File: src/rtl/multicycle_controller_pkg.sv
// Shared constants for the multicycle MIPS-subset controller: opcode and
// func encodings, ALU control codes, datapath mux selects, state codes, the
// control-word struct and the per-state control decode.
package multicycle_controller_pkg;

   // Instruction opcodes (instruction[31:26])
   localparam logic [5:0] OP_RTYPE = 6'b000000;
   localparam logic [5:0] OP_LW    = 6'b100011;
   localparam logic [5:0] OP_SW    = 6'b101011;
   localparam logic [5:0] OP_ADDI  = 6'b001000;
   localparam logic [5:0] OP_SLTI  = 6'b001010;
   localparam logic [5:0] OP_BEQ   = 6'b000100;
   localparam logic [5:0] OP_J     = 6'b000010;
   localparam logic [5:0] OP_JAL   = 6'b000011;

   // R-type func codes (instruction[5:0])
   localparam logic [5:0] FN_ADD = 6'b100000;
   localparam logic [5:0] FN_SUB = 6'b100010;
   localparam logic [5:0] FN_AND = 6'b100100;
   localparam logic [5:0] FN_OR  = 6'b100101;
   localparam logic [5:0] FN_SLT = 6'b101010;
   localparam logic [5:0] FN_JR  = 6'b001000;

   // ALU operation codes
   localparam logic [2:0] ALU_AND = 3'b000;
   localparam logic [2:0] ALU_OR  = 3'b001;
   localparam logic [2:0] ALU_ADD = 3'b010;
   localparam logic [2:0] ALU_SUB = 3'b110;
   localparam logic [2:0] ALU_SLT = 3'b111;

   // ALU B-operand select
   localparam logic [1:0] SRC_B_REG    = 2'b00;
   localparam logic [1:0] SRC_B_FOUR   = 2'b01;
   localparam logic [1:0] SRC_B_IMM    = 2'b10;
   localparam logic [1:0] SRC_B_IMM_SH = 2'b11;

   // PC source select
   localparam logic [1:0] PC_SRC_ALU    = 2'b00;
   localparam logic [1:0] PC_SRC_ALUOUT = 2'b01;
   localparam logic [1:0] PC_SRC_JUMP   = 2'b10;
   localparam logic [1:0] PC_SRC_REG_A  = 2'b11;

   typedef enum logic [3:0] {
      S_FETCH     = 4'd0,
      S_DECODE    = 4'd1,
      S_MEM_ADDR  = 4'd2,
      S_MEM_READ  = 4'd3,
      S_MEM_WB    = 4'd4,
      S_MEM_WRITE = 4'd5,
      S_R_EXEC    = 4'd6,
      S_R_WB      = 4'd7,
      S_I_EXEC    = 4'd8,
      S_I_WB      = 4'd9,
      S_BRANCH    = 4'd10,
      S_JUMP      = 4'd11,
      S_JAL       = 4'd12,
      S_JR        = 4'd13
   } state_t;

   typedef struct packed {
      logic       i_or_d;
      logic       mem_read;
      logic       mem_write;
      logic       ir_write;
      logic       reg_dst;
      logic       mem_to_reg;
      logic       reg_write;
      logic       alu_src_a;
      logic       jal_reg;
      logic       pc_to_reg;
      logic [1:0] alu_src_b;
      logic [1:0] pc_source;
      logic [2:0] alu_cntrl;
      logic       pc_write;
      logic       pc_write_cond;
      logic       instr_done;
   } ctrl_t;

   // Moore control word for a state. r_alu is the func-derived ALU code used
   // in R_EXEC; opcode selects add vs slt in I_EXEC. Unlisted fields stay 0,
   // and unused state codes yield an all-zero word.
   function automatic ctrl_t ctrl_for_state(input state_t s, input logic [2:0] r_alu,
                                            input logic [5:0] opcode);
      ctrl_t c;
      c = '0;
      case (s)
         S_FETCH: begin
            c.mem_read  = 1'b1;
            c.ir_write  = 1'b1;
            c.alu_src_b = SRC_B_FOUR;
            c.alu_cntrl = ALU_ADD;
            c.pc_write  = 1'b1;
            c.pc_source = PC_SRC_ALU;
         end
         S_DECODE: begin
            c.alu_src_b = SRC_B_IMM_SH;
            c.alu_cntrl = ALU_ADD;
         end
         S_MEM_ADDR: begin
            c.alu_src_a = 1'b1;
            c.alu_src_b = SRC_B_IMM;
            c.alu_cntrl = ALU_ADD;
         end
         S_MEM_READ: begin
            c.mem_read = 1'b1;
            c.i_or_d   = 1'b1;
         end
         S_MEM_WB: begin
            c.mem_to_reg = 1'b1;
            c.reg_write  = 1'b1;
            c.instr_done = 1'b1;
         end
         S_MEM_WRITE: begin
            c.mem_write  = 1'b1;
            c.i_or_d     = 1'b1;
            c.instr_done = 1'b1;
         end
         S_R_EXEC: begin
            c.alu_src_a = 1'b1;
            c.alu_src_b = SRC_B_REG;
            c.alu_cntrl = r_alu;
         end
         S_R_WB: begin
            c.reg_dst    = 1'b1;
            c.reg_write  = 1'b1;
            c.instr_done = 1'b1;
         end
         S_I_EXEC: begin
            c.alu_src_a = 1'b1;
            c.alu_src_b = SRC_B_IMM;
            c.alu_cntrl = (opcode == OP_SLTI) ? ALU_SLT : ALU_ADD;
         end
         S_I_WB: begin
            c.reg_write  = 1'b1;
            c.instr_done = 1'b1;
         end
         S_BRANCH: begin
            c.alu_src_a     = 1'b1;
            c.alu_src_b     = SRC_B_REG;
            c.alu_cntrl     = ALU_SUB;
            c.pc_write_cond = 1'b1;
            c.pc_source     = PC_SRC_ALUOUT;
            c.instr_done    = 1'b1;
         end
         S_JUMP: begin
            c.pc_write   = 1'b1;
            c.pc_source  = PC_SRC_JUMP;
            c.instr_done = 1'b1;
         end
         S_JAL: begin
            c.pc_write   = 1'b1;
            c.pc_source  = PC_SRC_JUMP;
            c.instr_done = 1'b1;
            c.reg_write  = 1'b1;
            c.jal_reg    = 1'b1;
            c.pc_to_reg  = 1'b1;
         end
         S_JR: begin
            c.pc_write   = 1'b1;
            c.pc_source  = PC_SRC_REG_A;
            c.instr_done = 1'b1;
         end
         default: ;
      endcase
      return c;
   endfunction

endpackage

File: src/rtl/multicycle_controller_alu_control.sv
// alu_control: decodes the R-type func field into an ALU operation code.
// Ports:
//   func      in  6  instruction[5:0]
//   alu_cntrl out 3  ALU operation (0 when func is unsupported)
//   func_ok   out 1  func is a supported R-type arithmetic/logic op
module alu_control
   import multicycle_controller_pkg::*;
(
   input  logic [5:0] func,
   output logic [2:0] alu_cntrl,
   output logic       func_ok
);

   always_comb begin
      alu_cntrl = ALU_AND;
      func_ok   = 1'b1;
      case (func)
         FN_ADD:  alu_cntrl = ALU_ADD;
         FN_SUB:  alu_cntrl = ALU_SUB;
         FN_AND:  alu_cntrl = ALU_AND;
         FN_OR:   alu_cntrl = ALU_OR;
         FN_SLT:  alu_cntrl = ALU_SLT;
         default: func_ok   = 1'b0;
      endcase
   end

endmodule

File: src/rtl/multicycle_controller.sv
// multicycle_controller: Moore FSM sequencing a multicycle MIPS-subset
// datapath (lw, sw, add/sub/and/or/slt, addi, slti, beq, j, jal, jr).
// Ports:
//   clk, rst (sync, active-high)
//   opcode, func      instruction fields from the instruction register
//   ZERO              ALU zero flag
//   pc_load           PC write enable = pc_write | (pc_write_cond & ZERO)
//   i_or_d, mem_read, mem_write, ir_write, reg_dst, mem_to_reg, reg_write,
//   alu_src_a, jal_reg, pc_to_reg, alu_src_b, pc_source, alu_cntrl
//                     datapath controls
//   instr_done        pulse in the last state of each instruction
//   illegal_op        sticky unsupported opcode/func flag
//   state             current state code (debug)
module multicycle_controller
   import multicycle_controller_pkg::*;
(
   input  logic       clk,
   input  logic       rst,
   input  logic [5:0] opcode,
   input  logic [5:0] func,
   input  logic       ZERO,
   output logic       pc_load,
   output logic       i_or_d,
   output logic       mem_read,
   output logic       mem_write,
   output logic       ir_write,
   output logic       reg_dst,
   output logic       mem_to_reg,
   output logic       reg_write,
   output logic       alu_src_a,
   output logic       jal_reg,
   output logic       pc_to_reg,
   output logic [1:0] alu_src_b,
   output logic [1:0] pc_source,
   output logic [2:0] alu_cntrl,
   output logic       instr_done,
   output logic       illegal_op,
   output logic [3:0] state
);

   state_t     state_q;
   state_t     next_state;
   logic       set_illegal;
   ctrl_t      ctrl_q;
   logic [2:0] r_alu;
   logic       func_ok;

   alu_control u_alu_control (
      .func      (func),
      .alu_cntrl (r_alu),
      .func_ok   (func_ok)
   );

   // NOTE: every variable driven here gets a default first so no path
   // leaves it unassigned, which would otherwise infer a latch.
   always_comb begin
      next_state  = S_FETCH;
      set_illegal = 1'b0;
      case (state_q)
         S_FETCH:    next_state = S_DECODE;
         S_DECODE: begin
            case (opcode)
               OP_LW, OP_SW:     next_state = S_MEM_ADDR;
               OP_RTYPE:         next_state = (func == FN_JR) ? S_JR : S_R_EXEC;
               OP_ADDI, OP_SLTI: next_state = S_I_EXEC;
               OP_BEQ:           next_state = S_BRANCH;
               OP_J:             next_state = S_JUMP;
               OP_JAL:           next_state = S_JAL;
               default:          set_illegal = 1'b1;
            endcase
         end
         S_MEM_ADDR: next_state = (opcode == OP_SW) ? S_MEM_WRITE : S_MEM_READ;
         S_MEM_READ: next_state = S_MEM_WB;
         S_R_EXEC: begin
            // Unsupported func aborts without reaching the write-back state.
            if (func_ok) next_state = S_R_WB;
            else         set_illegal = 1'b1;
         end
         S_I_EXEC:   next_state = S_I_WB;
         default:    next_state = S_FETCH;
      endcase
   end

   // The control word is registered alongside the state, computed from the
   // state being entered, so outputs are glitch-free Moore outputs.
   // NOTE: sequential state uses non-blocking assignments so all registers
   // update together from values sampled at the same edge.
   always_ff @(posedge clk) begin
      if (rst) begin
         state_q    <= S_FETCH;
         illegal_op <= 1'b0;
         ctrl_q     <= ctrl_for_state(S_FETCH, r_alu, opcode);
      end else begin
         state_q <= next_state;
         ctrl_q  <= ctrl_for_state(next_state, r_alu, opcode);
         if (set_illegal) illegal_op <= 1'b1;
      end
   end

   // Architectural writes are suppressed for as long as reset is held,
   // including when reset lands in the middle of an instruction.
   assign pc_load    = ~rst & (ctrl_q.pc_write | (ctrl_q.pc_write_cond & ZERO));
   assign mem_write  = ~rst & ctrl_q.mem_write;
   assign reg_write  = ~rst & ctrl_q.reg_write;
   assign ir_write   = ~rst & ctrl_q.ir_write;

   assign i_or_d     = ctrl_q.i_or_d;
   assign mem_read   = ctrl_q.mem_read;
   assign reg_dst    = ctrl_q.reg_dst;
   assign mem_to_reg = ctrl_q.mem_to_reg;
   assign alu_src_a  = ctrl_q.alu_src_a;
   assign jal_reg    = ctrl_q.jal_reg;
   assign pc_to_reg  = ctrl_q.pc_to_reg;
   assign alu_src_b  = ctrl_q.alu_src_b;
   assign pc_source  = ctrl_q.pc_source;
   assign alu_cntrl  = ctrl_q.alu_cntrl;
   assign instr_done = ctrl_q.instr_done;
   assign state      = state_q;

endmodule

File: config.mk
export PLATFORM = sky130hd
export DESIGN_NAME = multicycle_controller
export DESIGN_NICKNAME = d
export VERILOG_FILES = /design/src/rtl/multicycle_controller_pkg.sv /design/src/rtl/multicycle_controller_alu_control.sv /design/src/rtl/multicycle_controller.sv
export SDC_FILE = /design/constraint.sdc
export NUM_CORES = 1
export LEC_CHECK = 0
export ABC_AREA = 1
export ABC_CLOCK_PERIOD_IN_PS = 3100
export BUFFER_PORTS_ARGS = -buffer_cell sky130_fd_sc_hd__buf_2
export CORE_ASPECT_RATIO = 1.4
export CORE_MARGIN = 1
export CORE_UTILIZATION = 55
export DETAILED_ROUTE_END_ITERATION = 8
export HOLD_SLACK_MARGIN = 0.08
export PLACE_DENSITY_LB_ADDON = 0.05
export SYNTH_ARGS = -nofsm -noshare
export SYNTH_HDL_FRONTEND = slang
export SYNTH_SLANG_ARGS = --single-unit
File: constraint.sdc
create_clock -name clk -period 3.1 [get_ports clk]
set_input_delay 0.62 -clock clk [delete_from_list [all_inputs] [get_ports clk]]
set_output_delay 0.62 -clock clk [all_outputs]
set_load 0.1 [all_outputs]
# == Yosys cells after proc, flatten, opt, wreduce, memory -nomap -nowiden ==
# Cells that the tools add are included.
# totals
input_bits,15
elab_cells,98
output_inout_bits,24
register_bits,25
# classes
n_reduce_logical,16
n_mux,26
eq_ne,31
bitwise_logic,7
# op_table
operator,n
4-bit case mux with 6 select lines,2
"6-bit equality test, second input constant",7
"4-bit equality test, second input constant",7
3-bit case mux with 4 select lines,2
"4-bit by 3-bit equality test with 1-bit output, second input constant",5
"6-bit by 4-bit equality test with 1-bit output, second input constant",3
"4-bit by 2-bit equality test with 1-bit output, second input constant",4
8-bit OR reduction,2
1-bit two-way mux,14
"6-bit by 2-bit equality test with 1-bit output, second input constant",2
2-bit case mux with 3 select lines,2
2-bit OR reduction,6
4-bit OR reduction,3
3-bit two-way mux,3
"4-bit by 1-bit equality test with 1-bit output, second input constant",2
4-bit zero test,2
"6-bit by 3-bit equality test with 1-bit output, second input constant",1
6-bit zero test,1
1-bit AND,5
5-bit OR reduction,1
4-bit two-way mux,1
3-bit OR reduction,1
2-bit two-way mux,1
1-bit case mux with 2 select lines,1
2 further kinds,2

# == Logic depth before layout (Yosys ltp) ==
# Gate-level depths: netlist of the first run.
# logic_depth
depth_word,8
depth_mapped,14

# == Cells and area by module ==
# A second synthesis of the first run with hierarchy kept.
# unflattened
cells_unflattened,214
area_unflattened_um2,1396.3
# modules_own_cells
module,seq_area_each_um2,area_each_um2,cells_each,instances
multicycle_controller,480.5,1296.2,192,1
alu_control,0.0,100.1,22,1

# == Worst setup path before layout of the first run ==
# Ideal clock, no wire load.
# synth_path
path_kind,input to output
from,input port rst
to,output port ir_write
arrival_ns,2.295
required_ns,2.480
cell_stages,3
setup_slack_ns,0.185
path_buffers,2
cell_sequence,clkbuf_1 -> buf_1 -> nor2_1
# synth_via
elab_chain_len,2
# synth_lines
item,line,text
from (decl),multicycle_controller.sv:18,"input logic rst,"
1-bit inverter,multicycle_controller.sv:105,assign ir_write = ~rst & ctrl_q.ir_write;
1-bit AND,multicycle_controller.sv:105,
to (decl),multicycle_controller.sv:26,"output logic ir_write,"
# No other way between the ends.

# == Worst setup path after layout of the first run ==
# layout_path
from,input port rst
to,output port reg_write
# layout_via
elab_chain_len,2
# layout_lines
item,line,text
1-bit inverter,multicycle_controller.sv:104,assign reg_write = ~rst & ctrl_q.reg_write;
1-bit AND,multicycle_controller.sv:104,
to (decl),multicycle_controller.sv:29,"output logic reg_write,"
# No other way between the ends.

==> summary.txt, run 1 <==
Floorplanning
  – Die footprint: 2650 um^2
  – Initial Util: 0.598
  – Chip Width: 43.8 um
  – Core area: 2250 um^2
  – Die height: 60.5 um
  – Site Rows: 20
  – IO Count: 39

Route
  – Vias per inst: 5.12
  – Remaining DRCs: 3
  – Via count: 1,264
  – Initial DRT Pass Iterations: 6
  – DRT iter0 DRCs: 32
  – Routed wire per std cell: 10.6 um
  – WL final: 2620 um
  – Antenna Nets Post-Route: 0

STA
  – RSZ-0062 raised after global routing: false
  – Final hold vios: 0
  – Final Max Slew Viols: 0
  – Worst setup slack after layout: 1.08 ns
  – Least-Margin Pin Slew: 0.487 ns
  – Setup total negative slack: 0 ns
  – Setup Skew: 0.00557 ns
  – Min Clock Period, post-route: 2.02 ns
  – Setup violators final: 0
  – Fin Hold WS: 0.487 ns
  – Part of the cycle the worst path needs: 0.653
  – Relative slew slack: 0.678
  – Achievable clock frequency: 0.494 GHz

Critical path
  – Peak fanout along the critical path: 19
  – Critical Path Sink Type: output port
  – WP data required: 2.48 ns
  – Worst path slowest cell: buf_2
  – Worst setup SP type: input port
  – Worst path max stage delay: 0.43 ns
  – CP dominant cell by count: buf_2
  – Worst endpoint data arrival time: 1.40 ns
  – Critical-path cell list: buf_2, nor2_1, buf_2
  – Critical path type: in -> out

Pwr
  – Static leakage: 0.831 nW
  – Worst ir drop on vdd: 213 uV
  – Pwr Density: 400 nW/um^2

Final layout
  – Commonest cells after routing, fill and taps aside: buf_2 (38), nor2_1 (32), nand2_1 (31), inv_1 (27), dfxtp_1 (24)
  – Nets: 242
  – Biggest register: ctrl_q
  – Cell area after layout: 1520 um^2
  – Max reg flops: 5
  – Commonest non-fill, non-tap cell in the layout: buf_2
  – N_diodes: 0
  – Fill cells: 217
  – Layout cells sized above 1: 0.316
  – Area delta synth->final: 12.8%
  – Post-Layout Cell Count: 247

Synth
  – Number of enable flip-flop cells after synthesis: 0
  – Post-synth net total: 209
  – Yosys cell types: 26
  – Yosys warnings: 0
  – Main synth FF type: dfxtp_1
  – Sequential share of the synthesized area: 0.357
  – Mapped Cells: 194
  – Asr flop ratio synth: 0
  – #FFs+latches synth: 24
  – Synthesized area per cell: 6.94 um^2
  – Post-Syn Area: 1350 um^2

Global route
  – First-pass GRT wire length: 4420 um
  – GR Overflow Total: 0
  – Number of global-route vias before repair: 1,115
  – GRT Total Usage: 0.223
  – Initial antenna violation count: 0
  – Largest net degree at the start of global routing: 20

Placement
  – Pre-CTS setup slack: 1.02 ns
  – DP HPWL: 2180 um
  – Port Buffers: 38
  – Placed instance count: 244
  – Placed cell area: 1500 um^2
  – RD Place Congestion: 0.848

Clock network
  – H-tree levels: 1
  – Hold_buf cts: 0
  – PostCTS Resize Cnt: 0
  – Max clock buf depth: 2
  – Total CTS buffers: 3
  – CTS tree: done
  – Post-CTS Setup Inserts: 0
  – Clock latency on the worst-skew pair: 0.31 ns
  – Root Driver: clkbuf_4
  – # clock sinks: 24
  – Clock-pin slew on the worst setup and hold paths: 0.12 ns

Run
  – MaxCap Viol Count: 0

Run status
  – Violated checks: DRC
  – Outcome: complete, but fails checks

Hold path
  – Hold WC Path Type: reg -> reg
## path summary, 6_finish.rpt
kind	slack, ns	from	cells past startpoint	endpoint
setup / recovery	1.08	rst	3	reg_write
hold / removal	0.49	illegal_op	2	illegal_op
setup reg to reg	1.40	state[1]	10	alu_cntrl[1]
hold reg to reg	0.49	illegal_op	2	illegal_op
## report_power, final
| part | total, mW | leakage [nW] | internal, mW | switching [mW] |
|---|---|---|---|---|
| Clock | 0.132 | 0.0138 | 0.0454 | 0.0864 |
| Combinational | 0.153 | 0.621 | 0.0322 | 0.121 |
| Sequential | 0.323 | 0.196 | 0.318 | 0.00477 |
| Total | 0.608 | 0.831 | 0.396 | 0.212 |
## synth_stat cells, drive strengths merged (2+ instances only)
| cell type | instances | area share |
|---|---|---|
| nand2 | 38 | 0.12 |
| nand3 | 22 | 0.10 |
| dfxtp | 24 | 0.36 |
| buf | 9 | 0.047 |
| o21ai | 2 | 0.0074 |
| nand4 | 5 | 0.023 |
| nor3 | 4 | 0.032 |
| nor2 | 42 | 0.14 |
| inv | 32 | 0.089 |
| a21oi | 8 | 0.030 |
## critical path: cells and delay by family
kind	cells	cell delay [ns]
buf+inv	2	0.64
simple gates	1	0.13
## metal layers
| metal | global-route usage | wire, um | vias to the layer above |
|---|---|---|---|
| li1 | - | - | 663 |
| met4 | 0.0938 | 50 | 0 |
| met2 | 0.426 | 1350 | 46 |
| met3 | 0.0268 | 126 | 8 |
| met1 | 0.242 | 1090 | 547 |
| met5 | 0 | 0 | - |
## layout make-up
type | instances | area, um^2 | area share
well taps | 22 | 27.5 | 0.0181
inverters | 33 | 124 | 0.0815
repair buffers | 38 | 190 | 0.125
flip-flops and latches | 24 | 480 | 0.316
multi-input cells | 127 | 674 | 0.444
clock buffers | 3 | 22.5 | 0.0148
## through the flow
stage | util | power (mW)
2_1_floorplan | - | 0.455
3_3_place_gp | 0.664 | 0.481
3_5_place_dp | 0.664 | 0.484
4_1_cts | 0.674 | 0.610
5_1_grt | 0.674 | 0.631
6_report | 0.674 | 0.608
## cell families after synthesis
family	count (synthesis)	share of synthesized area
AND/OR/NAND/NOR	112	0.427
buffers and inverters	43	0.142
flip-flops	24	0.357
AO/OA/AOI/OAI	15	0.0744
Note: power is estimated with default switching activity, not from simulation.
==> run 2: changes to the inputs <==
- ABC_CLOCK_PERIOD_IN_PS: 3100 -> 2100
- CORE_UTILIZATION: 55 -> 51
- clock period: 3.1 -> 2.1 ns (I/O delays scaled with it)
==> run 2 against run 1 <==
Against the previous run:
- the flow now finishes without violations
- worst setup slack worse by 0.73 ns
- clock skew hardly changed
- combinational power rose by 49%
- first-iteration DRC count increased by 38%
- cell count rose by 5.3%
- non-clock buffer count unchanged
- wire length grew 6.7%
- utilization fell by 4.0 points
- clock power increased by 83%
- clock-buffer cell count rose by 1
- sequential cell count did not move
==> summary.txt, run 2 (synthesis gave the netlist of run 1 again) <==
Run status
  – Outcome: finished, final reports clean

Route
  – Antenna Nets Post-Route: 0
  – Initial DRT Pass Iterations: 5
  – WL final: 2800 um
  – Vias per inst: 4.94
  – DRT iter0 DRCs: 44
  – Remaining DRCs: 0
  – Via count: 1,285
  – Routed wire per std cell: 10.8 um

Placement
  – DP HPWL: 2260 um
  – Port Buffers: 38
  – Placed instance count: 256
  – RD Place Congestion: 0.892

Final layout
  – N_diodes: 0
  – Layout cells sized above 1: 0.332
  – Commonest non-fill, non-tap cell in the layout: buf_2
  – Post-Layout Cell Count: 260
  – Area delta synth->final: 15.2%
  – Nets: 242
  – Biggest register: ctrl_q
  – Fill cells: 241
  – Max reg flops: 5
  – Commonest cells after routing, fill and taps aside: buf_2 (38), nor2_1 (32), nand2_1 (31), inv_1 (27), dfxtp_1 (21)

Global route
  – First-pass GRT wire length: 4750 um
  – GR Overflow Total: 0
  – Largest net degree at the start of global routing: 20
  – GRT Total Usage: 0.219
  – Initial antenna violation count: 0
  – Number of global-route vias before repair: 1,218

Clock network
  – Clock-pin slew on the worst setup and hold paths: 0.13 ns
  – Root Driver: clkbuf_4
  – Post-CTS Setup Inserts: 0
  – PostCTS Resize Cnt: 0
  – CTS tree: done
  – H-tree levels: 1
  – Hold_buf cts: 0
  – Clock latency on the worst-skew pair: 0.31 ns
  – # clock sinks: 24
  – Max clock buf depth: 2
  – Total CTS buffers: 3

Pwr
  – Switching pwr: 0.324 mW
  – Worst ir drop on vdd: 259 uV
  – Comb power frac: 0.240
  – Cell-internal power: 0.624 mW
  – Switch share: 0.342
  – Clk pwr share: 0.256
  – Pwr Density: 611 nW/um^2
  – Static leakage: 0.839 nW
  – Final total power: 0.947 mW
  – Reg power frac: 0.504

Floorplanning
  – Site Rows: 21
  – IO Count: 39
  – Die footprint: 2850 um^2
  – Die height: 62.8 um
  – Chip Width: 45.4 um
  – Core area: 2440 um^2
  – Initial Util: 0.551

STA
  – Relative slew slack: 0.678
  – Setup violators final: 0
  – Setup Skew: 0.00565 ns
  – Least-Margin Pin Slew: 0.487 ns
  – Min Clock Period, post-route: 1.75 ns
  – Part of the cycle the worst path needs: 0.836
  – Final Max Slew Viols: 0
  – Achievable clock frequency: 0.570 GHz
  – Final hold vios: 0
  – RSZ-0062 raised after global routing: false

Critical path
  – Critical Path Sink Type: flop
  – Reg2Reg Depth: 11
  – CP dominant cell by count: nand2_1
  – WP data required: 2.31 ns
  – Launching point of the worst reg2reg path: state[3]
  – Capturing point of the worst reg2reg path: alu_cntrl[1]
  – Worst setup SP type: flop
  – Worst endpoint data arrival time: 1.97 ns
  – Peak fanout along the critical path: 6
  – Register-to-register path setup slack: 0.35 ns
  – Worst path slowest cell: dfxtp_1
  – Critical-path cell list: nor2_2, inv_2, nor2_2, nand2_1, nor2_1, a21oi_1, nand2_2, nand2_1, nand2_1, nand3_1, o21bai_1
  – Critical path type: reg -> reg
  – Worst path max stage delay: 0.40 ns

Run
  – MaxCap Viol Count: 0

Hold path
  – Hold Path Sink: alu_cntrl[1]
  – Hold-critical path depth: 4
  – Hold_sp: func[4]
  – Hold WC Path Type: in -> reg
## run 2: cell count changes in the layout (fill, tap and decap cells not counted), sizes merged
cell    change
clkbuf      +1
## run 2: area by class of cell
class | instances | area [um^2] | area share
sequential | 24 | 484 | 0.312
inverter | 33 | 124 | 0.0798
multi-input combinational | 127 | 674 | 0.435
timing repair buffer | 38 | 190 | 0.123
tap | 34 | 42.5 | 0.0274
clock buffer | 4 | 36.3 | 0.0234
## run 2: worst max path at each step
stage | start | to | slack [ns] | cells after the start
2_1_floorplan | rst | ir_write | -0.41 | 3
4_1_cts | state[3] | alu_cntrl[1] | 0.36 | 11
5_1_grt | state[3] | alu_cntrl[1] | 0.19 | 11
3_5_place_dp | opcode[0] | alu_cntrl[1] | 0.21 | 12
3_3_place_gp | opcode[2] | alu_cntrl[1] | 0.23 | 12
6_report | state[3] | alu_cntrl[1] | 0.35 | 11
## run 2: layer usage
layer / part of all wire / global-route usage / wire length (um)
met3: 0.037 / 0.0260 / 103
met1: 0.40 / 0.241 / 1110
met4: 0.012 / 0.0795 / 34
met5: 0 / 0 / 0
met2: 0.55 / 0.398 / 1550
## run 2: metrics by stage
stage / hold slack [ns] / setup slack, ns / cell area [um^2] / TNS [ns] / util
6_report: 0.454 / 0.345 / 1550 / 0 / 0.635
5_1_grt: 0.470 / 0.194 / 1550 / 0 / 0.635
4_1_cts: 0.464 / 0.360 / 1550 / 0 / 0.635
3_5_place_dp: 0.476 / 0.214 / 1520 / 0 / 0.620
3_3_place_gp: 0.468 / 0.226 / 1520 / 0 / 0.620
2_1_floorplan: 0.641 / -0.415 / 1350 / -1.66 / -
## run 2: power by group through the flow
stage	sequential (mW)	combinational [mW]	clock [mW]
after floorplan	0.538	0.134	0
after global placement	0.487	0.224	0
after detailed placement	0.488	0.228	0
after CTS	0.477	0.229	0.244
after global routing	0.480	0.245	0.268
final	0.477	0.228	0.242
## run 2: critical path: cells and delay by family, from the launching register on
kind	cells	cell delay, ns
AO/OA/AOI/OAI	2	0.23
buffers and inverters	1	0.07
flip-flops	1	0.40
AND/OR/NAND/NOR	8	0.94
